<file path="src/rtl/serdes_tx_ctrl_if.sv">
// Word-side handshake bundle for the SerDes transmit sequencer.
// The master offers a word with s_valid; the slave takes it when s_ready is high.
interface serdes_tx_ctrl_if #(
    parameter int LOGIC_SIZE = 32
);
    logic [LOGIC_SIZE-1:0] s_tdata;
    logic                  s_valid;
    logic                  s_ready;

    modport master (
        output s_tdata,
        output s_valid,
        input  s_ready
    );

    modport slave (
        input  s_tdata,
        input  s_valid,
        output s_ready
    );
endinterface

</file>
<file path="src/rtl/serdes_tx_ctrl.sv">
// Transmit-side sequencer feeding an 8b/10b encoder.
// Words are framed as SOF, data bytes (LSB first), EOF. Comma characters fill
// idle time and a fixed-length comma train is sent after reset or on request,
// so the receiver can find symbol alignment.
module serdes_tx_ctrl #(
    parameter int LOGIC_SIZE = 32,
    parameter int TRAIN_LEN  = 16,
    parameter int MAX_BURST  = 8
) (
    input  logic                   clk,
    input  logic                   rst,
    serdes_tx_ctrl_if.slave        s_axis,
    input  logic                   i_resync,
    output logic [7:0]             o_byte,
    output logic                   o_kin,
    output logic                   o_en,
    output logic                   o_trained
);
    localparam int NBYTES = LOGIC_SIZE / 8;
    localparam int IDX_W  = (NBYTES > 1) ? $clog2(NBYTES) : 1;

    localparam logic [IDX_W-1:0] IDX_LAST   = IDX_W'(NBYTES - 1);
    localparam logic [IDX_W-1:0] IDX_ONE    = IDX_W'(1);
    localparam logic [IDX_W-1:0] IDX_ZERO   = IDX_W'(0);
    localparam logic [7:0]       TRAIN_LAST = 8'(TRAIN_LEN - 1);
    localparam logic [7:0]       BURST_SAT  = 8'(MAX_BURST);
    localparam logic [8:0]       BURST_LIM  = 9'(MAX_BURST);

    localparam logic [7:0] K_COMMA = 8'hBC;  // K28.5
    localparam logic [7:0] K_SOF   = 8'hFB;  // K27.7
    localparam logic [7:0] K_EOF   = 8'hFD;  // K29.7

    typedef enum logic [2:0] {
        ST_TRAIN = 3'd0,
        ST_IDLE  = 3'd1,
        ST_SOF   = 3'd2,
        ST_DATA  = 3'd3,
        ST_EOF   = 3'd4
    } state_t;

    state_t                state;
    logic [7:0]            train_cnt;
    logic [7:0]            burst_cnt;
    logic                  resync_pend;
    logic [IDX_W-1:0]      idx;
    logic [LOGIC_SIZE-1:0] word;
    logic                  ready;
    logic                  handshake;

    // Select byte i of a word, byte 0 being bits [7:0].
    function automatic logic [7:0] word_byte(input logic [LOGIC_SIZE-1:0] w,
                                             input logic [IDX_W-1:0]      i);
        logic [LOGIC_SIZE-1:0] sh;
        sh = w >> {i, 3'b000};
        return sh[7:0];
    endfunction

    // Saturating increment of the back-to-back frame counter.
    function automatic logic [7:0] burst_inc(input logic [7:0] b);
        logic [7:0] r;
        if (b >= BURST_SAT) begin
            r = BURST_SAT;
        end else begin
            r = b + 8'd1;
        end
        return r;
    endfunction

    // Word acceptance: only at a frame boundary, never with a resync waiting,
    // and not when this EOF closes the last frame allowed in a burst.
    always_comb begin
        ready = 1'b0;
        case (state)
            ST_IDLE: ready = !resync_pend;
            ST_EOF:  ready = !resync_pend && (({1'b0, burst_cnt} + 9'd1) < BURST_LIM);
            default: ready = 1'b0;
        endcase
    end

    assign s_axis.s_ready = ready;
    assign handshake      = s_axis.s_valid && ready;

    // Sequencer: state, counters, captured word and the registered symbol
    // presented to the encoder (always the symbol of the state being entered).
    always_ff @(posedge clk or posedge rst) begin
        if (rst) begin
            state       <= ST_TRAIN;
            train_cnt   <= 8'd0;
            burst_cnt   <= 8'd0;
            resync_pend <= 1'b0;
            idx         <= IDX_ZERO;
            word        <= {LOGIC_SIZE{1'b0}};
            o_byte      <= K_COMMA;
            o_kin       <= 1'b1;
            o_en        <= 1'b0;
            o_trained   <= 1'b0;
        end else begin
            o_en <= 1'b1;
            // A request is remembered until the next frame boundary.
            if (i_resync) begin
                resync_pend <= 1'b1;
            end
            case (state)
                ST_TRAIN: begin
                    // A request while training just restarts the count.
                    resync_pend <= 1'b0;
                    o_byte      <= K_COMMA;
                    o_kin       <= 1'b1;
                    if (i_resync) begin
                        train_cnt <= 8'd0;
                    end else if (o_en) begin
                        // Only commas seen by an enabled encoder are counted.
                        if (train_cnt == TRAIN_LAST) begin
                            state     <= ST_IDLE;
                            train_cnt <= 8'd0;
                            o_trained <= 1'b1;
                        end else begin
                            train_cnt <= train_cnt + 8'd1;
                        end
                    end
                end

                ST_IDLE: begin
                    burst_cnt <= 8'd0;
                    if (handshake) begin
                        state  <= ST_SOF;
                        word   <= s_axis.s_tdata;
                        o_byte <= K_SOF;
                        o_kin  <= 1'b1;
                    end else if (resync_pend) begin
                        state       <= ST_TRAIN;
                        train_cnt   <= 8'd0;
                        resync_pend <= 1'b0;
                        o_trained   <= 1'b0;
                        o_byte      <= K_COMMA;
                        o_kin       <= 1'b1;
                    end else begin
                        o_byte <= K_COMMA;
                        o_kin  <= 1'b1;
                    end
                end

                ST_SOF: begin
                    state  <= ST_DATA;
                    idx    <= IDX_ZERO;
                    o_byte <= word_byte(word, IDX_ZERO);
                    o_kin  <= 1'b0;
                end

                ST_DATA: begin
                    if (idx == IDX_LAST) begin
                        state  <= ST_EOF;
                        o_byte <= K_EOF;
                        o_kin  <= 1'b1;
                    end else begin
                        idx    <= idx + IDX_ONE;
                        o_byte <= word_byte(word, idx + IDX_ONE);
                        o_kin  <= 1'b0;
                    end
                end

                ST_EOF: begin
                    burst_cnt <= burst_inc(burst_cnt);
                    if (handshake) begin
                        state  <= ST_SOF;
                        word   <= s_axis.s_tdata;
                        o_byte <= K_SOF;
                        o_kin  <= 1'b1;
                    end else if (resync_pend) begin
                        state       <= ST_TRAIN;
                        train_cnt   <= 8'd0;
                        resync_pend <= 1'b0;
                        o_trained   <= 1'b0;
                        o_byte      <= K_COMMA;
                        o_kin       <= 1'b1;
                    end else begin
                        state  <= ST_IDLE;
                        o_byte <= K_COMMA;
                        o_kin  <= 1'b1;
                    end
                end

                default: begin
                    // Unreachable encoding: recover through a full comma train.
                    state       <= ST_TRAIN;
                    train_cnt   <= 8'd0;
                    resync_pend <= 1'b0;
                    o_trained   <= 1'b0;
                    o_byte      <= K_COMMA;
                    o_kin       <= 1'b1;
                end
            endcase
        end
    end
endmodule

</file>
<file path="src/flat_wrapper.sv">
// flat-port wrapper written by rule: the top's interface ports become plain ports
module serdes_tx_ctrl_flat 
#(
    parameter int LOGIC_SIZE = 32,
    parameter int TRAIN_LEN  = 16,
    parameter int MAX_BURST  = 8
)
  (clk, rst, i_resync, o_byte, o_kin, o_en, o_trained, s_axis_s_tdata, s_axis_s_valid, s_axis_s_ready);
  serdes_tx_ctrl_if #(.LOGIC_SIZE(LOGIC_SIZE)) s_axis_i ();
  input  logic clk;
  input  logic rst;
  input  logic i_resync;
  output logic [7:0] o_byte;
  output logic o_kin;
  output logic o_en;
  output logic o_trained;
  input wire logic [$bits(s_axis_i.s_tdata)-1:0] s_axis_s_tdata;
  input wire logic [$bits(s_axis_i.s_valid)-1:0] s_axis_s_valid;
  output wire logic [$bits(s_axis_i.s_ready)-1:0] s_axis_s_ready;
  assign s_axis_i.s_tdata = s_axis_s_tdata;
  assign s_axis_i.s_valid = s_axis_s_valid;
  assign s_axis_s_ready = s_axis_i.s_ready;
  serdes_tx_ctrl #(.LOGIC_SIZE(LOGIC_SIZE), .TRAIN_LEN(TRAIN_LEN), .MAX_BURST(MAX_BURST)) u_core (.clk(clk), .rst(rst), .s_axis(s_axis_i), .i_resync(i_resync), .o_byte(o_byte), .o_kin(o_kin), .o_en(o_en), .o_trained(o_trained));
endmodule
</file>
<file path="config.mk">
export PLATFORM = sky130hd
export DESIGN_NAME = serdes_tx_ctrl_flat
export DESIGN_NICKNAME = d
export VERILOG_FILES = /design/src/rtl/serdes_tx_ctrl_if.sv /design/src/rtl/serdes_tx_ctrl.sv /design/src/flat_wrapper.sv
export SDC_FILE = /design/constraint.sdc
export NUM_CORES = 1
export LEC_CHECK = 0
export ABC_CLOCK_PERIOD_IN_PS = 2400
export BUFFER_PORTS_ARGS = -buffer_cell sky130_fd_sc_hd__clkbuf_2
export CORE_AREA = 2 2 113 71
export CTS_CLUSTER_SIZE = 20
export DETAILED_ROUTE_END_ITERATION = 12
export DIE_AREA = 0 0 115 73
export SYNTH_ARGS = -nofsm -noshare
export SYNTH_HDL_FRONTEND = slang
export SYNTH_SLANG_ARGS = --single-unit
</file>
<file path="constraint.sdc">
create_clock -name clk -period 2.4 [get_ports clk]
set_input_delay 0.48 -clock clk [delete_from_list [all_inputs] [get_ports clk]]
set_output_delay 0.48 -clock clk [all_outputs]
set_load 0.03 [all_outputs]
</file>
## Word-level counts from Yosys, hierarchy flattened

Cells that the tools add are included.

| storage, ports and cells | value |
|---|---|
| register bits | 65 |
| bits of input ports | 36 |
| output and inout bits | 12 |
| word-level logic and storage cells | 81 |

| cells by class | value |
|---|---|
| add/sub/neg operators | 4 |
| magnitude comparators | 2 |
| equality and inequality tests | 15 |
| shift-type cells | 1 |
| muxes and demuxes | 35 |
| bitwise logic cells | 1 |
| reduce and logical (&&, ||, !) cells | 13 |

Operators with widths:

| operator | number |
|---|---|
| $mux 8 | 7 |
| $pmux 8 s3 | 2 |
| $shr 32x5->8 | 1 |
| $mux 3 | 7 |
| $add 8x1->8 const B | 2 |
| $pmux 8 s2 | 1 |
| $pmux 3 s5 | 1 |
| $mux 1 | 10 |
| $add 8x1->9 const B | 1 |
| $lt 9x4->1 const B | 1 |
| $eq 8x4->1 const B | 1 |
| $ge 8x4->1 const B | 1 |
| $ne 2x1->1 const B | 4 |
| $mux 7 | 1 |
| $eq 3x2->1 const B | 2 |
| $ne 2x2->1 const B | 3 |
| $pmux 1 s2 | 3 |
| $reduce_and 6->1 | 1 |
| $reduce_and 5->1 | 1 |
| $pmux 2 s2 | 1 |
| $reduce_and 2->1 | 2 |
| $reduce_and 4->1 | 1 |
| $reduce_bool 2->1 | 2 |
| $reduce_or 2->1 | 2 |
| other kinds (12) | 13 |

## Longest topological paths before layout

Gate-level depths: netlist of run 1.

| logic depth | value |
|---|---|
| depth in word-level cells | 7 |
| gate-level depth with buffers | 6 |

## Worst setup path after synthesis of run 1

No wires, ideal clock.

| path | value |
|---|---|
| path type | register to output |
| from | register u_core.burst_cnt[0] |
| to | output port s_axis_s_ready |
| arrival | 1.820 ns |
| data required time | 1.920 ns |
| setup slack | 0.100 ns |
| stages on the path, launching flop included | 6 |
| cells stage by stage | dfrtp_1 -> ha_1 -> nand2b_1 -> mux2i_1 -> nand3_1 -> a21boi_0 |

| on the way | value |
|---|---|
| cells in the longest elaborated chain, start to end | 4 |

RTL lines:

| element | RTL line | source |
|---|---|---|
| start, declared | serdes_tx_ctrl.sv:43 | `logic [7:0] burst_cnt;` |
| start signal, assigned | serdes_tx_ctrl.sv:163 | `burst_cnt <= burst_inc(burst_cnt);` |
| $add 8x1->9 | serdes_tx_ctrl.sv:75 | `ST_EOF: ready = !resync_pend && (({1'b0, burst_cnt} + 9'd1) < BURST_LIM);` |
| $lt 9x4->1 | serdes_tx_ctrl.sv:75 |  |
| $logic_and 1x1->1 | serdes_tx_ctrl.sv:75 |  |
| $pmux 1 s2 | serdes_tx_ctrl.sv:73 | `case (state)` |
| end, declared | flat_wrapper.sv:19 | `output wire logic [$bits(s_axis_i.s_ready)-1:0] s_axis_s_ready;` |

Every way passes these cells.

## Final worst setup path of run 1

Ends and elaborated chain as after synthesis.

==> results of run 1 <==
-- tightest hold or removal path: stages --
cell and delay (ns):
clkbuf_2 0.09, inv_2 0.06, buf_12 0.30
-- state kept, by name, summed over array words and instances (netlist names) --
name                flops
u_core.burst_cnt        8
u_core.idx              2
u_core.o_byte           8
u_core.o_en             1
u_core.o_kin            1
u_core.o_trained        1
u_core.resync_pend      1
u_core.state            3
u_core.train_cnt        8
u_core.word            32
-- power breakdown --
group	switching, mW	internal (mW)	total, mW
Clock	0.441	0.781	1.22
Sequential	0.280	1.53	1.81
Combinational	0.924	1.03	1.95
-- worst max path at each step --
stage	endpoint	slack, ns	depth (start not counted)
CTS	s_axis_s_ready	0.12	6
floorplan	s_axis_s_ready	0.10	5
global route	s_axis_s_ready	0.005	6
detailed placement	s_axis_s_ready	0.49	4
global placement	s_axis_s_ready	0.48	6
finish	s_axis_s_ready	0.19	6
-- metrics by stage --
step                setup slack (ns)  hold WS (ns)  cell area (um^2)
finish                         0.187         0.200              3870
CTS                            0.119         0.210              3870
global route                 0.00461         0.229              3870
detailed placement             0.487         0.494              3590
global placement               0.482         0.490              3590
floorplan                      0.100         0.474              3220
-- cell families (layout without fill, tap and decap cells) --
family	after synthesis	count (layout)
DFF	65	65
and+or+nand+nor	64	64
buffers and inverters	20	79
other	1	1
adders and majority gates	4	4
muxes	43	43
AOI/OAI and AO/OA	57	57
-- routing by layer --
metal	vias to the layer above	part of all wire	track usage
li1	1055	-	-
met1	1095	0.51	0.253
met2	52	0.43	0.232
met3	6	0.050	0.0598
met4	0	0.010	0.0723
met5	-	0	0
-- area by class of cell --
cell class / count / area [um^2]
clock buffers: 14 / 274
clock inverters: 2 / 12.5
fillers: 649 / 3630
inverters: 7 / 26.3
multi-input cells: 169 / 1480
flip-flops and latches: 65 / 1630
well taps: 94 / 118
repair buffers: 56 / 328
-- synthesized netlist by cell type (7+ instances only) --
cell type  number  area, um^2
mux4_2          8         180
o21ai_0        15        75.1
mux2_4         25         375
nand2b_1        7        43.8
nand2_1        14        52.6
inv_1           7        26.3
dfrtp_1        59        1480
nor2_1          8        30.0
mux2_2          8        90.1
nand3_1        10        50.1
o22ai_1         8        50.1
==> impl_metrics.ini, run 1 <==
[critical_path]
rr_worst_depth = 5
reg2reg_slack_ns = 0.50
slowest_stage = dfrtp_1
cp_data_required_time_ns = 1.92
rr_endpoint = u_core.word[18]
cp_num_buf_inv = 1
startpoint = u_core.burst_cnt[0]
slowest_delay_ns = 0.39
end_kind = output port
worstPathCellList = ha_1 > nand2b_1 > mux2i_1 > nand3_1 > a21boi_0 > buf_2
crit_type = reg2out
cp-start-kind = flop
regToRegStartpoint = u_core.state[1]
worstPathMaxFanout = 3
arrival_ns = 1.73
crit_family = flip-flops

[logic_synthesis]
synth_xor_area_frac = 0
avgSynthCellArea_um2 = 12.7
synth_top_family_by_area = multiplexers
synth_seq_cells = 65
synthesis.area_mm2 = 0.00322
synth_edf_count = 0
synth.distinct_cells = 49
syn_inst = 254
yosysWarnings = 0
synth_compound_area_frac = 0.122
yosys.area_share.simple = 0.114
synth_fa_ha_area_frac = 0.0156
synth_nets = 294
async_reset_ff_frac = 1.00
synth_flop_cell = dfrtp_1
synthMuxAreaShare = 0.207
synth.yosys.seq_area_share = 0.508

[sta]
setup_viol = 0
final-hold-violation-count = 0
tns_ns = 0
min_period_ns = 2.21
slew-limit-headroom = 0.639
tightest_slew_ns = 0.540
max_freq_mhz = 452
fin_skew_ns = 0.00373
drv_slew = 0
fin_crit_sh = 0.922
rsz0062_at_grt = false

[placement]
dp_cells = 391
io_buffers = 47
hpwl_mm = 4.42
gp_congestion = 0.818

[clock_tree]
cts_root_buffer = clkbuf_16
cts_tree = built
insertion_delay_ns = 0.33
clk_path_buf_depth = 2
holdBufCountCts = 0
numCtsBuffers = 9
htreeDepth = 3
cts.sinks = 65
cts_resized = 0
postCtsSetupRepairBufs = 0
clkSlewWorstSetupHoldPaths_ns = 0.05

[floorplanning]
ioPinCount = 48
std_cell_rows = 25
coreArea_mm2 = 0.00751
dieWidth_um = 115
start_util = 0.429
fp.dieH_um = 73
dieArea_mm2 = 0.00840

[cells_and_area]
drive_gt1_frac = 0.403
nNetsFinal = 348
final_common_cell = dfrtp_1
final_cells = 407
layout_common_cells = dfrtp_1, clkbuf_2, mux2_4, o21ai_0, nand2_1
synthToLayoutAreaGrowth_pct = 20.4
antennaDiodeCount = 0
utilization = 0.516

[global_route]
grt_max_degree = 66
grt-ovfl-total = 0
grt_pass1_wl_mm = 10.9
antenna_found_initial = 0
grt_pass1_vias = 2140
grt_usage = 0.173

[routing]
drtAntennaViolNets = 0
vias_per_cell = 5.43
drc = 0
drt_iter0_drc = 146
drtPass1Iterations = 4
num_vias = 2208
drt-total-wl_mm = 6.49
wl_per_cell_um = 16.0

[status]
status = finished clean

[pwr]
powerDensity_mw_per_mm2 = 1290
ir_worst_vdd_mv = 0.490
fin_total_pwr_mw = 4.99
p_leak_nw = 1.84

[flow_run]
cap_violations = 0

[min_path]
hp-class = in2async
No activity file was read; power rests on OpenSTA's default activity.
==> run 2: changes to the inputs <==
--- a/config.mk
+++ b/config.mk
@@ -11,6 +11,7 @@
 export CTS_CLUSTER_SIZE = 20
 export DETAILED_ROUTE_END_ITERATION = 12
 export DIE_AREA = 0 0 115 73
+export PLACE_DENSITY_LB_ADDON = 0.12
 export SYNTH_ARGS = -nofsm -noshare
 export SYNTH_HDL_FRONTEND = slang
 export SYNTH_SLANG_ARGS = --single-unit
==> run 2 against run 1 <==
  * Total power increased by 4.9%
  * Flip-flop and latch count is the same
  * Cell area increased by 1.6%
  * Critical path type unchanged
  * Largest cell class unchanged
==> impl_metrics.ini, run 2 (synthesis gave the netlist of run 1 again) <==
[status]
status = finished clean

[cells_and_area]
nNetsFinal = 350
top_register = u_core.word
largest_reg_flops = 32
antennaDiodeCount = 0
utilization = 0.524
final_common_cell = dfrtp_1
synthToLayoutAreaGrowth_pct = 22.3
drive_gt1_frac = 0.408
fillerInstances = 641
layout_common_cells = dfrtp_1, clkbuf_2, mux2_4, o21ai_0, nand2_1

[sta]
final-hold-violation-count = 0
max_freq_mhz = 445
fin_crit_sh = 0.936
tns_ns = 0
tightest_slew_ns = 0.629
slew-limit-headroom = 0.579
drv_slew = 0
setup_viol = 0
fin_skew_ns = 0.00536
rsz0062_at_grt = false
min_period_ns = 2.25

[floorplanning]
coreArea_mm2 = 0.00751
dieArea_mm2 = 0.00840
dieWidth_um = 115
start_util = 0.429
fp.dieH_um = 73
ioPinCount = 48
std_cell_rows = 25

[critical_path]
crit_family = flip-flops
crit_type = reg2out
startpoint = u_core.state[2]
regToRegStartpoint = u_core.state[2]
worstPathCellList = nor2b_2 > nand3_1 > a21boi_0 > buf_4
arrival_ns = 1.77
cp-start-kind = flop
worstPathMaxFanout = 13
slowest_stage = dfrtp_1
end_kind = output port
cp_num_buf_inv = 1
cp_data_required_time_ns = 1.92
slowest_delay_ns = 0.54

[pwr]
ir_worst_vdd_mv = 0.512
fin_total_pwr_mw = 5.23
comb_power_share = 0.379
intPower_mw = 3.56
p_leak_nw = 1.87
power.net_switching_mw = 1.67
seqPwrFrac = 0.345
powerDensity_mw_per_mm2 = 1330
p_clk_frac = 0.276
switching_share = 0.319

[placement]
hpwl_mm = 4.71
io_buffers = 47
gp_congestion = 0.871

[clock_tree]
clk_path_buf_depth = 2
cts.sinks = 65
cts_root_buffer = clkbuf_16
cts_tree = built
holdBufCountCts = 0
clkSlewWorstSetupHoldPaths_ns = 0.05
insertion_delay_ns = 0.33
postCtsSetupRepairBufs = 0
htreeDepth = 3
numCtsBuffers = 9
cts_resized = 1

[flow_run]
cap_violations = 0

[min_path]
hp-class = in2async

[routing]
drc = 0
vias_per_cell = 5.41
drtPass1Iterations = 4
drt-total-wl_mm = 6.76
drtAntennaViolNets = 0
wl_per_cell_um = 16.6
drt_iter0_drc = 142
num_vias = 2207

[global_route]
grt_pass1_wl_mm = 11.0
antenna_found_initial = 0
grt-ovfl-total = 0
grt_pass1_vias = 2112
grt_usage = 0.175
grt_max_degree = 38
[run 2: cell count changes in the layout (fill, tap and decap cells not counted)]
| cell | previous run | this run |
|---|---|---|
| clkbuf_1 | 2 | 1 |
| buf_2 | 1 | 0 |
| clkinv_2 | 1 | 0 |
| bufinv_16 | 0 | 2 |
| buf_4 | 7 | 10 |
| clkinvlp_4 | 1 | 0 |
[run 2: per-layer routing]
metal / track usage / up-vias / part of all wire
met1: 0.269 / 1103 / 0.54
met2: 0.225 / 47 / 0.41
met3: 0.0532 / 7 / 0.043
met4: 0.0723 / 0 / 0.013
li1: - / 1050 / -
met5: 0 / - / 0
[run 2: power groups by stage]
| stage | Combinational [mW] | Sequential, mW | Clock [mW] |
|---|---|---|---|
| finish | 1.98 | 1.81 | 1.44 |
| global route | 2.16 | 1.86 | 1.52 |
| CTS | 2.00 | 1.80 | 1.46 |
| detailed placement | 1.99 | 1.82 | 0 |
| global placement | 1.95 | 1.80 | 0 |
| floorplan | 1.46 | 1.86 | 0 |
[run 2: path summary, 6_finish.rpt]
path | to | slack, ns | cells after the start
setup / recovery | s_axis_s_ready | 0.15 | 4
max in group asynchronous | u_core.o_byte[3] | 1.60 | 3
min in group clk | u_core.word[18] | 0.38 | 2
hold / removal | u_core.word[23] | 0.17 | 2
setup reg to reg | u_core.word[26] | 0.41 | 6
hold reg to reg | u_core.word[21] | 0.50 | 1
[run 2: worst reg2reg max path, stage by stage, from the launching register on]
cell and delay, ns:
dfrtp_1 0.49, buf_4 0.21, nand2b_1 0.18, nor4b_2 0.36, a31oi_4 0.06, buf_12 0.20
mux2_4 0.37
[run 2: area by class of cell]
cell class              instances  area (um^2)  area share
well taps                      94          118      0.0299
multi-input cells             169         1480       0.377
flip-flops and latches         65         1630       0.415
clock buffers                  13          270      0.0687
inverters                       7         26.3     0.00668
clock inverters                 2         60.1      0.0153
repair buffers                 58          345      0.0877
[run 2: per-stage QoR]
step                std cells  setup slack (ns)  cell area (um^2)  hold slack (ns)
finish                    408             0.155              3940            0.166
global route              408           0.00119              3940            0.210
CTS                       408            0.0765              3930            0.174
detailed placement        393             0.298              3600            0.492
global placement          393             0.316              3600            0.486
floorplan                 254             0.100              3220            0.474
